===== config.mk =====
export PLATFORM = sky130hd
export DESIGN_NAME = branch_redirect_ctrl
export DESIGN_NICKNAME = d
export VERILOG_FILES = /design/src/rtl/branch_redirect_ctrl_pkg.sv /design/src/rtl/branch_redirect_ctrl_flush_timer.sv /design/src/rtl/branch_redirect_ctrl.sv
export SDC_FILE = /design/constraint.sdc
export NUM_CORES = 1
export LEC_CHECK = 0
export ABC_AREA = 1
export CELL_PAD_IN_SITES_DETAIL_PLACEMENT = 1
export CELL_PAD_IN_SITES_GLOBAL_PLACEMENT = 1
export CORE_MARGIN = 10
export CORE_UTILIZATION = 11
export CTS_BUF_LIST = sky130_fd_sc_hd__clkbuf_8
export CTS_CLUSTER_DIAMETER = 80
export CTS_CLUSTER_SIZE = 14
export DETAILED_ROUTE_END_ITERATION = 10
export PLACE_DENSITY_LB_ADDON = 0.1
export RECOVER_POWER = 100
export SYNTH_ARGS = -nofsm -noshare
export SYNTH_HDL_FRONTEND = slang
export SYNTH_SLANG_ARGS = --single-unit

===== constraint.sdc =====
create_clock -name clk -period 1.1 [get_ports clk]
set_input_delay 0.165 -clock clk [delete_from_list [all_inputs] [get_ports clk]]
set_output_delay 0.165 -clock clk [all_outputs]
set_load 0.005 [all_outputs]

===== src/rtl/branch_redirect_ctrl_pkg.sv =====
// Shared types for the branch redirect controller: FSM states, redirect source,
// default widths and the saturating-counter helper used by the optional statistics.
package branch_redirect_ctrl_pkg;

  localparam int PC_W_DEF  = 8;
  localparam int IMM_W_DEF = 64;
  localparam int CNT_W     = 4;
  localparam int STAT_W    = 16;

  typedef enum logic {
    IDLE  = 1'b0,
    FLUSH = 1'b1
  } state_e;

  typedef enum logic {
    SRC_EX = 1'b0,
    SRC_ID = 1'b1
  } src_e;

  function automatic logic [STAT_W-1:0] sat_inc(input logic [STAT_W-1:0] v);
    return (v == {STAT_W{1'b1}}) ? v : v + STAT_W'(1);
  endfunction

endpackage


===== src/rtl/branch_redirect_ctrl_flush_timer.sv =====
// Loadable down-counter with a done flag; times squash windows after a redirect.
module branch_redirect_ctrl_flush_timer
  import branch_redirect_ctrl_pkg::*;
#(
  parameter int W = CNT_W
) (
  input  logic         clk,
  input  logic         rst_n,
  input  logic         load,
  input  logic [W-1:0] load_val,
  input  logic         dec,
  output logic         done
);

  logic [W-1:0] cnt_r;

  assign done = (cnt_r == '0);

  // Count register: load wins over decrement, holds at zero.
  always_ff @(posedge clk or negedge rst_n) begin
    if (!rst_n) begin
      cnt_r <= '0;
    end else if (load) begin
      cnt_r <= load_val;
    end else if (dec && !done) begin
      cnt_r <= cnt_r - W'(1);
    end else begin
      cnt_r <= cnt_r;
    end
  end

endmodule


===== src/rtl/branch_redirect_ctrl.sv =====
// Arbitrates the shared branch-target adder (EX branch over ID JAL), registers the
// redirect and sequences the flush window. Optional counters: BRANCH_STATS_EN.
module branch_redirect_ctrl
  import branch_redirect_ctrl_pkg::*;
#(
  parameter int PC_W      = PC_W_DEF,
  parameter int IMM_W     = IMM_W_DEF,
  parameter int FLUSH_CYC = 2
) (
  input  logic             clk,
  input  logic             rst_n,
  input  logic             ex_req,
  input  logic [PC_W-1:0]  ex_pc,
  input  logic [IMM_W-1:0] ex_imm,
  input  logic             ex_taken,
  output logic             ex_gnt,
  input  logic             id_req,
  input  logic [PC_W-1:0]  id_pc,
  input  logic [IMM_W-1:0] id_imm,
  output logic             id_gnt,
  output logic [PC_W-1:0]  add_pc,
  output logic [IMM_W-1:0] add_imm,
  input  logic [PC_W-1:0]  add_target,
  output logic             redirect_valid,
  output logic [PC_W-1:0]  redirect_pc,
  output logic             flush_if,
  output logic             flush_id,
  output logic             busy
`ifdef BRANCH_STATS_EN
  ,
  output logic [STAT_W-1:0] stat_taken,
  output logic [STAT_W-1:0] stat_not_taken,
  output logic [STAT_W-1:0] stat_jal
`endif
);

  localparam logic [CNT_W-1:0] FLUSH_LOAD = CNT_W'(FLUSH_CYC - 1);

  state_e           state_r, state_nxt_s;
  src_e             src_s;
  logic             taken_s;
  logic             ex_gnt_s, id_gnt_s;
  logic [PC_W-1:0]  add_pc_s;
  logic [IMM_W-1:0] add_imm_s;
  logic             timer_load_s, timer_dec_s, timer_done_s;

  logic             redirect_valid_r, redirect_valid_nxt_s;
  logic [PC_W-1:0]  redirect_pc_r, redirect_pc_nxt_s;
  logic             flush_if_r, flush_if_nxt_s;
  logic             flush_id_r, flush_id_nxt_s;
  logic             busy_r, busy_nxt_s;

  // Adder arbitration: only IDLE grants, EX holds the older instruction.
  always_comb begin
    ex_gnt_s  = 1'b0;
    id_gnt_s  = 1'b0;
    add_pc_s  = '0;
    add_imm_s = '0;
    src_s     = SRC_EX;
    taken_s   = 1'b0;
    case (state_r)
      IDLE: begin
        if (ex_req) begin
          ex_gnt_s  = 1'b1;
          add_pc_s  = ex_pc;
          add_imm_s = ex_imm;
          taken_s   = ex_taken;
        end else if (id_req) begin
          id_gnt_s  = 1'b1;
          add_pc_s  = id_pc;
          add_imm_s = id_imm;
          src_s     = SRC_ID;
          taken_s   = 1'b1;
        end else begin
          taken_s   = 1'b0;
        end
      end
      FLUSH:   taken_s = 1'b0;
      default: taken_s = 1'b0;
    endcase
  end

  // Next state and next registered outputs.
  always_comb begin
    state_nxt_s          = state_r;
    redirect_valid_nxt_s = 1'b0;
    redirect_pc_nxt_s    = redirect_pc_r;
    flush_if_nxt_s       = 1'b0;
    flush_id_nxt_s       = 1'b0;
    busy_nxt_s           = 1'b0;
    timer_load_s         = 1'b0;
    timer_dec_s          = 1'b0;
    case (state_r)
      IDLE: begin
        if (taken_s) begin
          state_nxt_s          = FLUSH;
          redirect_valid_nxt_s = 1'b1;
          redirect_pc_nxt_s    = add_target;
          flush_if_nxt_s       = 1'b1;
          // A JAL proceeds down the pipe, so only EX redirects squash ID/EX.
          flush_id_nxt_s       = (src_s == SRC_EX);
          busy_nxt_s           = 1'b1;
          timer_load_s         = 1'b1;
        end else begin
          state_nxt_s          = IDLE;
        end
      end
      FLUSH: begin
        timer_dec_s = 1'b1;
        if (timer_done_s) begin
          state_nxt_s    = IDLE;
        end else begin
          flush_if_nxt_s = 1'b1;
          busy_nxt_s     = 1'b1;
        end
      end
      default: state_nxt_s = IDLE;
    endcase
  end

  // State and output registers.
  always_ff @(posedge clk or negedge rst_n) begin
    if (!rst_n) begin
      state_r          <= IDLE;
      redirect_valid_r <= 1'b0;
      redirect_pc_r    <= '0;
      flush_if_r       <= 1'b0;
      flush_id_r       <= 1'b0;
      busy_r           <= 1'b0;
    end else begin
      state_r          <= state_nxt_s;
      redirect_valid_r <= redirect_valid_nxt_s;
      redirect_pc_r    <= redirect_pc_nxt_s;
      flush_if_r       <= flush_if_nxt_s;
      flush_id_r       <= flush_id_nxt_s;
      busy_r           <= busy_nxt_s;
    end
  end

  branch_redirect_ctrl_flush_timer #(.W(CNT_W)) u_flush_timer (
    .clk      (clk),
    .rst_n    (rst_n),
    .load     (timer_load_s),
    .load_val (FLUSH_LOAD),
    .dec      (timer_dec_s),
    .done     (timer_done_s)
  );

  assign ex_gnt         = ex_gnt_s;
  assign id_gnt         = id_gnt_s;
  assign add_pc         = add_pc_s;
  assign add_imm        = add_imm_s;
  assign redirect_valid = redirect_valid_r;
  assign redirect_pc    = redirect_pc_r;
  assign flush_if       = flush_if_r;
  assign flush_id       = flush_id_r;
  assign busy           = busy_r;

`ifdef BRANCH_STATS_EN
  logic [STAT_W-1:0] stat_taken_r, stat_not_taken_r, stat_jal_r;

  // Grant-edge statistics, saturating.
  always_ff @(posedge clk or negedge rst_n) begin
    if (!rst_n) begin
      stat_taken_r     <= '0;
      stat_not_taken_r <= '0;
      stat_jal_r       <= '0;
    end else begin
      stat_taken_r     <= (ex_gnt_s && ex_taken)  ? sat_inc(stat_taken_r)     : stat_taken_r;
      stat_not_taken_r <= (ex_gnt_s && !ex_taken) ? sat_inc(stat_not_taken_r) : stat_not_taken_r;
      stat_jal_r       <= id_gnt_s                ? sat_inc(stat_jal_r)       : stat_jal_r;
    end
  end

  assign stat_taken     = stat_taken_r;
  assign stat_not_taken = stat_not_taken_r;
  assign stat_jal       = stat_jal_r;
`endif

endmodule


==> impl_metrics.prom, run 1 <==
# TYPE chip_impl_metric gauge
chip_impl_metric{name="intPower",unit="W"} 0.004559
chip_impl_metric{name="worst-slew-pin-transition",unit="ns"} 0.4149
chip_impl_info{name="top_usage_layer_grt",value="met2"} 1
chip_impl_metric{name="ir_worst_vdd",unit="mV"} 0.7870
chip_impl_metric{name="wire_per_inst",unit="µm"} 18.97
chip_impl_info{name="r2r-end",value="flush_id"} 1
chip_impl_metric{name="clkTransAtPathRegs",unit="ns"} 0.07
chip_impl_metric{name="synth-seq-cells",unit=""} 15
chip_impl_metric{name="max_cap_violations",unit=""} 0
chip_impl_metric{name="synth.cell_area",unit="µm²"} 1590
chip_impl_metric{name="synth.distinct_cells",unit=""} 12
chip_impl_metric{name="grt_max_degree",unit=""} 16
chip_impl_info{name="worstHoldPathType",value="in -> async"} 1
chip_impl_metric{name="final_hold_viol_count",unit=""} 0
chip_impl_metric{name="switching_share",unit=""} 0.3930
chip_impl_metric{name="ant_nets",unit=""} 0
chip_impl_metric{name="post_layout_nonfiller_instances",unit=""} 789
chip_impl_metric{name="detail_route.first_pass.iterations",unit=""} 4
chip_impl_info{name="clk_tree_root_cell",value="sky130_fd_sc_hd__clkbuf_8"} 1
chip_impl_metric{name="placed_cells_incl_taps",unit=""} 732
chip_impl_metric{name="max_freq",unit="GHz"} 0.5873
chip_impl_metric{name="floorplan.rows",unit=""} 43
chip_impl_metric{name="slew_viol_final",unit=""} 0
chip_impl_metric{name="totalWireLength",unit="mm"} 14.97
chip_impl_metric{name="detail_route.vias_per_cell",unit=""} 3.900
chip_impl_metric{name="timing.slew.headroom",unit=""} 0.7234
chip_impl_metric{name="grt.total_usage",unit=""} 0.1420
chip_impl_metric{name="synth-warning-count",unit=""} 0
chip_impl_info{name="critical_path_class",value="reg -> out"} 1
chip_impl_metric{name="routabilityCongestion",unit=""} 0.7888
chip_impl_metric{name="die_area",unit="µm²"} 19670
chip_impl_metric{name="die_height",unit="µm"} 140.2
chip_impl_metric{name="final_report_setup_violation_count",unit=""} 77
chip_impl_info{name="cts_tree",value="yes"} 1
chip_impl_metric{name="final_period_demand_of_the_worst_path",unit="ns"} 1.703
chip_impl_metric{name="use_met1",unit=""} 0.1732
chip_impl_metric{name="worst_clock_skew",unit="ns"} 0.006934
chip_impl_metric{name="worstRegToRegCells",unit=""} 6
chip_impl_metric{name="drcViolationCount",unit=""} 0
chip_impl_metric{name="globalRouteMet2Util",unit=""} 0.2522
chip_impl_metric{name="nNetsFinal",unit=""} 768
chip_impl_metric{name="post_synth_inst_count",unit=""} 310
chip_impl_metric{name="cts_buffers",unit=""} 3
chip_impl_metric{name="die_width",unit="µm"} 140.2
chip_impl_metric{name="post_place_setup_slack",unit="ns"} -1.002
chip_impl_metric{name="grt-ovfl-total",unit=""} 0
chip_impl_info{name="result_of_the_run",value="finished, violations left"} 1
chip_impl_metric{name="synth_sequential_area_ratio",unit=""} 0.2360
chip_impl_metric{name="top_level_ports",unit=""} 243
chip_impl_metric{name="power_frac_seq",unit=""} 0.129
chip_impl_metric{name="number_of_h_tree_levels",unit=""} 1
chip_impl_metric{name="layout.core_utilization",unit=""} 0.3763
chip_impl_metric{name="global_route.usage.met3",unit=""} 0.03820
chip_impl_info{name="failed_checks",value="setup timing"} 1
chip_impl_metric{name="final_layout_size_suffix_gt1_frac",unit=""} 0.4302
chip_impl_metric{name="layout_worst_path_cycle_share",unit=""} 1.548
chip_impl_metric{name="grt_pass1_vias",unit=""} 3180
chip_impl_metric{name="first_iter_violations",unit=""} 33
chip_impl_metric{name="io_buffer_count",unit=""} 242
chip_impl_metric{name="path_max_fanout",unit=""} 8
chip_impl_metric{name="r2r_slack",unit="ns"} -0.02
chip_impl_metric{name="power.share.clock",unit=""} 0.059
chip_impl_metric{name="antenna-diode-count",unit=""} 0
chip_impl_metric{name="grt_antenna_before_repair",unit=""} 0
chip_impl_info{name="sort_of_element_at_the_end_of_the_critical_path",value="output pin"} 1
chip_impl_metric{name="cts_sink_cnt",unit=""} 15
chip_impl_metric{name="combinational_share_of_power",unit=""} 0.812
chip_impl_metric{name="core_region_area",unit="µm²"} 14040
chip_impl_metric{name="total_power",unit="W"} 0.007511
chip_impl_metric{name="floorplan.initialDensity",unit=""} 0.1132
chip_impl_info{name="crit-reg2reg-launch",value="busy"} 1
chip_impl_metric{name="p_leak",unit="nW"} 2.705
chip_impl_metric{name="power_density",unit="nW/µm²"} 1422
chip_impl_metric{name="area_delta_synth_final",unit="%"} 232.3
chip_impl_metric{name="synth_nets",unit=""} 468
chip_impl_metric{name="cp.arrival",unit="ns"} 1.54
chip_impl_metric{name="placed_area",unit="µm²"} 4280
chip_impl_metric{name="power.switching",unit="W"} 0.002952
chip_impl_metric{name="finalInstanceArea",unit="µm²"} 5284
chip_impl_metric{name="clockBufferDepth",unit=""} 2
chip_impl_metric{name="finalWorstSetupSlack",unit="ns"} -0.6027
chip_impl_metric{name="detailed_place_hpwl",unit="mm"} 11.53
chip_impl_metric{name="clock_latency",unit="ns"} 0.25
chip_impl_info{name="startpoint_type",value="register"} 1
chip_impl_metric{name="grt_first_pass_wirelength",unit="mm"} 21.94
chip_impl_metric{name="synth_area_per_cell",unit="µm²"} 5.130
chip_impl_metric{name="route.vias.total",unit=""} 3077
chip_impl_info{name="setup_repair_after_global_routing_missed_its_margin",value="yes"} 1
chip_impl_metric{name="worst-endpoint-required",unit="ns"} 0.94
## synth_stat cells
| cell type | instances | area share |
|---|---|---|
| sky130_fd_sc_hd__a31oi_1 | 1 | 0.0039 |
| sky130_fd_sc_hd__inv_2 | 3 | 0.0071 |
| sky130_fd_sc_hd__nand2_1 | 256 | 0.60 |
| sky130_fd_sc_hd__inv_1 | 6 | 0.014 |
| sky130_fd_sc_hd__nand3_1 | 6 | 0.019 |
| sky130_fd_sc_hd__ha_1 | 1 | 0.0079 |
| sky130_fd_sc_hd__buf_2 | 1 | 0.0031 |
| sky130_fd_sc_hd__o21ai_0 | 1 | 0.0031 |
| sky130_fd_sc_hd__buf_4 | 9 | 0.042 |
| sky130_fd_sc_hd__buf_6 | 7 | 0.050 |
| sky130_fd_sc_hd__nor2_1 | 4 | 0.0094 |
| sky130_fd_sc_hd__dfrtp_1 | 15 | 0.24 |
## state kept, by name, indices dropped and copies added (netlist names)
name	flops
redirect_valid	1
flush_id	1
busy	1
u_flush_timer.cnt_r	4
redirect_pc	8
## layer usage
metal	vias to the layer above	wire (µm)
li1	1523	-
met1	1428	6001
met2	124	7615
met3	2	1333
met4	0	20
met5	-	0
## logic make-up after synthesis
kind of cell / Yosys count / share of synthesized area
AND/OR/NAND/NOR: 266 / 0.6326
buffers and inverters: 26 / 0.1164
flip-flops: 15 / 0.2360
AO/OA/AOI/OAI: 2 / 0.007081
adder cells (fa/ha/maj): 1 / 0.007867
## worst max path at each step
stage | start | to | slack [ns] | cells after the start
after detailed placement | ex_req | add_imm[30] | -1.00 | 7
after global placement | ex_req | add_imm[53] | -0.97 | 7
after CTS | busy | add_imm[4] | -0.65 | 10
after floorplan | busy | add_imm[54] | -0.02 | 6
final | busy | add_imm[31] | -0.60 | 9
after global routing | busy | add_imm[16] | -0.70 | 9
## metrics by stage
| step | hold slack [ns] | TNS, ns |
|---|---|---|
| after floorplan | -0.1306 | -1.005 |
| after global placement | 0.4628 | -72.26 |
| after detailed placement | 0.4719 | -73.78 |
| after CTS | 0.2351 | -41.85 |
| after global routing | 0.3940 | -45.04 |
| final | 0.3690 | -37.97 |
## layout by cell type, fill, tap and decap left out, drive strengths merged
cell type | Yosys | routed
nor2 | 4 | 4
dfrtp | 15 | 15
dlygate4sd3 | 0 | 1
o21ai | 1 | 1
a31oi | 1 | 1
clkbuf | 0 | 5
buf | 17 | 142
ha | 1 | 1
inv | 9 | 10
nand2 | 256 | 256
clkdlybuf4s15 | 0 | 7
nand3 | 6 | 6
dlygate4sd2 | 0 | 6
clkdlybuf4s50 | 0 | 154
## power by group through the flow
stage	registers [W]	logic (W)	clock network [W]
finish	0.000966	0.00610	0.000445
detailed placement	0.000969	0.00445	0
global placement	0.000955	0.00441	0
CTS	0.000959	0.00581	0.000465
floorplan	0.000980	0.00153	0
global route	0.00100	0.00663	0.000501
## area by class of cell
cell class | count | area, µm²
multi-input combinational | 269 | 1420
inverter | 9 | 41.29
clock inverter | 1 | 3.754
sequential | 15 | 376.6
tap | 180 | 225.2
clock buffer | 3 | 41.29
timing repair buffer | 312 | 3176
fill | 1716 | 8758
## timing repair
action	4_1_cts	5_1_grt
hold buffers	0	0
setup endpoints to repair	101	93
cloned	9	0
hold endpoints to repair	0	0
gates resized for setup	443	84
setup buffers	42	11
pin swaps	34	31
## critical path, cell delays in order (launching register included)
cell and delay [ns]:
sky130_fd_sc_hd__dfrtp_2 0.44, sky130_fd_sc_hd__inv_2 0.09, sky130_fd_sc_hd__nand3_4 0.09, sky130_fd_sc_hd__inv_8 0.10
sky130_fd_sc_hd__buf_6 0.13, sky130_fd_sc_hd__buf_12 0.11, sky130_fd_sc_hd__buf_16 0.11, sky130_fd_sc_hd__nand2_2 0.04
sky130_fd_sc_hd__nand2_1 0.05, sky130_fd_sc_hd__buf_2 0.11
(Power assumes the default switching activity.)
==> inputs of run 2 (changes only) <==
Settings changed: ABC_AREA 1 to default, CORE_UTILIZATION 11 to 12.
==> run 2 against run 1 <==
Compared with the run above:
- the flow still finishes with violations (setup timing)
- setup slack lost 0.16 ns
- non-clock buffer count shrank 9
- maximum frequency is 8.7% lower
- largest power group unchanged
- routed wire length fell by 6.9%
==> impl_metrics.prom, run 2 <==
# TYPE chip_impl_metric gauge
chip_impl_metric{name="final_layout_size_suffix_gt1_frac",unit=""} 0.3850
chip_impl_metric{name="synth.cell_area",unit="µm²"} 1461
chip_impl_metric{name="yosysTopAreaCellShare",unit=""} 0.4435
chip_impl_metric{name="cts_sink_cnt",unit=""} 15
chip_impl_info{name="final_cell_mix",value="sky130_fd_sc_hd__clkdlybuf4s50_1, sky130_fd_sc_hd__a22o_1, sky130_fd_sc_hd__buf_2, sky130_fd_sc_hd__buf_6, sky130_fd_sc_hd__buf_4"} 1
chip_impl_metric{name="grt-ovfl-total",unit=""} 0
chip_impl_metric{name="die_width",unit="µm"} 130.4
chip_impl_metric{name="detail_route.first_pass.iterations",unit=""} 4
chip_impl_metric{name="max_cap_violations",unit=""} 0
chip_impl_metric{name="power_density",unit="nW/µm²"} 1383
chip_impl_metric{name="detail_route.vias_per_cell",unit=""} 4.202
chip_impl_info{name="failed_checks",value="setup timing"} 1
chip_impl_metric{name="placed_area",unit="µm²"} 4208
chip_impl_metric{name="ir_worst_vdd",unit="mV"} 1.010
chip_impl_metric{name="area_delta_synth_final",unit="%"} 213.3
chip_impl_metric{name="clockBufferDepth",unit=""} 2
chip_impl_metric{name="grt_pass1_vias",unit=""} 2542
chip_impl_metric{name="grt.total_usage",unit=""} 0.1411
chip_impl_metric{name="synthArstFlopShare",unit=""} 1.000
chip_impl_metric{name="drcViolationCount",unit=""} 0
chip_impl_info{name="synth_area_leader_cell",value="sky130_fd_sc_hd__a22o_1"} 1
chip_impl_info{name="synth_most_common_cell",value="sky130_fd_sc_hd__a22o_1"} 1
chip_impl_metric{name="routabilityCongestion",unit=""} 0.7558
chip_impl_metric{name="post_synth_inst_count",unit=""} 136
chip_impl_metric{name="crit_path_max_incr_delay",unit="ns"} 0.39
chip_impl_metric{name="synth.distinct_cells",unit=""} 21
chip_impl_metric{name="number_of_h_tree_levels",unit=""} 1
chip_impl_metric{name="grt_max_degree",unit=""} 16
chip_impl_info{name="setup_repair_after_global_routing_missed_its_margin",value="yes"} 1
chip_impl_metric{name="timing.slew.headroom",unit=""} 0.7357
chip_impl_metric{name="die_area",unit="µm²"} 16990
chip_impl_metric{name="max_freq",unit="GHz"} 0.5363
chip_impl_info{name="cts_tree",value="yes"} 1
chip_impl_metric{name="cts_buffers",unit=""} 3
chip_impl_metric{name="n_fill_cell",unit=""} 1364
chip_impl_metric{name="worstRegToRegCells",unit=""} 8
chip_impl_metric{name="synth_sequential_area_ratio",unit=""} 0.2568
chip_impl_metric{name="cp.arrival",unit="ns"} 1.70
chip_impl_metric{name="layout_worst_path_cycle_share",unit=""} 1.695
chip_impl_info{name="startpoint_type",value="register"} 1
chip_impl_metric{name="route.vias.total",unit=""} 2408
chip_impl_metric{name="clock_latency",unit="ns"} 0.25
chip_impl_metric{name="final_period_demand_of_the_worst_path",unit="ns"} 1.865
chip_impl_info{name="result_of_the_run",value="finished, violations left"} 1
chip_impl_metric{name="worst-endpoint-required",unit="ns"} 0.94
chip_impl_info{name="worstHoldPathType",value="in -> async"} 1
chip_impl_metric{name="grt_first_pass_wirelength",unit="mm"} 17.99
chip_impl_info{name="synth_top_flop_cell",value="sky130_fd_sc_hd__dfrtp_1"} 1
chip_impl_metric{name="worst_clock_skew",unit="ns"} 0.001330
chip_impl_metric{name="synth-seq-cells",unit=""} 15
chip_impl_metric{name="slew_viol_final",unit=""} 0
chip_impl_metric{name="io_buffer_count",unit=""} 242
chip_impl_metric{name="antenna-diode-count",unit=""} 0
chip_impl_metric{name="synth-edff-count",unit=""} 0
chip_impl_metric{name="final_hold_viol_count",unit=""} 0
chip_impl_metric{name="finalInstanceArea",unit="µm²"} 4578
chip_impl_metric{name="top_level_ports",unit=""} 243
chip_impl_metric{name="nNetsFinal",unit=""} 585
chip_impl_metric{name="floorplan.initialDensity",unit=""} 0.1222
chip_impl_metric{name="finalWorstSetupSlack",unit="ns"} -0.7647
chip_impl_metric{name="layout.core_utilization",unit=""} 0.3827
chip_impl_info{name="slowest_stage",value="sky130_fd_sc_hd__dfrtp_1"} 1
chip_impl_metric{name="ant_nets",unit=""} 0
chip_impl_metric{name="synth-warning-count",unit=""} 0
chip_impl_metric{name="worst-slew-pin-transition",unit="ns"} 0.3882
chip_impl_metric{name="totalWireLength",unit="mm"} 13.94
chip_impl_info{name="critical_path.cell_chain",value="buf_4, buf_6, nor2b_4, buf_12, buf_12, buf_16, a22o_1, buf_6"} 1
chip_impl_metric{name="core_region_area",unit="µm²"} 11960
chip_impl_metric{name="grt_antenna_before_repair",unit=""} 0
chip_impl_metric{name="floorplan.rows",unit=""} 40
chip_impl_metric{name="r2r_slack",unit="ns"} -0.34
chip_impl_metric{name="detailed_place_hpwl",unit="mm"} 10.46
chip_impl_info{name="synth.cells.most_frequent",value="sky130_fd_sc_hd__a22o_1, sky130_fd_sc_hd__dfrtp_1, sky130_fd_sc_hd__mux2_4, sky130_fd_sc_hd__buf_2, sky130_fd_sc_hd__buf_6"} 1
chip_impl_metric{name="synth_area_per_cell",unit="µm²"} 10.75
chip_impl_info{name="critical_path_class",value="reg -> out"} 1
chip_impl_info{name="clk_tree_root_cell",value="sky130_fd_sc_hd__clkbuf_8"} 1
chip_impl_metric{name="final_report_setup_violation_count",unit=""} 91
chip_impl_info{name="sort_of_element_at_the_end_of_the_critical_path",value="output pin"} 1
chip_impl_info{name="netlist_top_cells_area",value="sky130_fd_sc_hd__a22o_1, sky130_fd_sc_hd__dfrtp_1, sky130_fd_sc_hd__mux2_4, sky130_fd_sc_hd__buf_6, sky130_fd_sc_hd__mux2i_1"} 1
chip_impl_metric{name="clkTransAtPathRegs",unit="ns"} 0.06
chip_impl_metric{name="wire_per_inst",unit="µm"} 24.32
chip_impl_metric{name="first_iter_violations",unit=""} 65
chip_impl_metric{name="largest_register_ff_count",unit=""} 8
chip_impl_metric{name="die_height",unit="µm"} 130.4
chip_impl_info{name="layout.cells.most_common",value="sky130_fd_sc_hd__clkdlybuf4s50_1"} 1
chip_impl_metric{name="synth_nets",unit=""} 294
chip_impl_metric{name="path_max_fanout",unit=""} 7
chip_impl_metric{name="p_leak",unit="nW"} 2.138
run 2: changes by cell type after synthesis, sizes merged, moves of 2 or more:
cell	change
inv	-7
nor2b	+2
a22o	+74
nand3	-5
mux2	+8
mux2i	+5
nor3b	+2
nand2	-255
run 2: area by class of cell:
| class | instances | area (µm²) | share of cell area |
|---|---|---|---|
| Timing Repair Buffer | 303 | 2930 | 0.6401 |
| Multi-Input combinational cell | 102 | 1035 | 0.2260 |
| Sequential cell | 15 | 375.4 | 0.08199 |
| Tap cell | 147 | 183.9 | 0.04017 |
| Clock buffer | 3 | 41.29 | 0.009019 |
| Inverter | 2 | 7.507 | 0.001640 |
| Clock inverter | 1 | 5.005 | 0.001093 |
run 2: power breakdown:
part           internal (W)  total, W  switching, W
Sequential         0.000804  0.000962      0.000157
Clock              0.000251  0.000454      0.000203
Combinational       0.00313   0.00492       0.00178
Total               0.00419   0.00633       0.00214
run 2: timing repair:
action | in CTS | in global routing
pin swaps | 5 | 8
setup endpoints to repair | 101 | 95
hold buffers | 0 | 0
gates cloned | 6 | 7
gates resized for setup | 329 | 53
buffers inserted | 20 | 12
run 2: per-layer routing:
metal,vias to the layer above,part of all wire,global-route usage
li1,1146,-,-
met2,114,0.52,0.2585
met4,0,0.0057,0.01766
met5,-,0,0
met3,6,0.092,0.04706
met1,1142,0.38,0.1586
run 2: final timing paths:
check,startpoint,to
min in group clk,ex_taken,flush_id
worst max-delay path,busy,add_imm[39]
worst max register to register,busy,flush_id
max in group asynchronous,rst_n,redirect_valid
worst min-delay path,rst_n,busy
worst min register to register,redirect_pc[4],redirect_pc[4]
run 2: per-stage QoR:
stage	cells	power [W]	hold WS (ns)	TNS, ns	worst slack, ns
5_1_grt	573	0.006781	0.3897	-62.76	-0.8409
3_3_place_gp	534	0.005006	0.4954	-81.15	-1.028
2_1_floorplan	136	0.002520	-0.1306	-15.75	-0.3106
3_5_place_dp	534	0.005015	0.4985	-83.34	-1.053
4_1_cts	563	0.005939	0.2415	-57.64	-0.8261
6_report	573	0.006331	0.3694	-55.61	-0.7647
run 2: logic make-up after synthesis:
logic type	synth area share
AO/OA/AOI/OAI	0.4486
buffers and inverters	0.1036
flip-flops	0.2568
multiplexers	0.1190
AND/OR/NAND/NOR	0.06336
adder cells (fa/ha/maj)	0.008560
run 2: worst max-delay path: cells and delay by family (launching register included):
family	cells	cell delay (ns)
compound gates	1	0.15
buf+inv	6	0.75
flops	1	0.39
simple gates	1	0.14
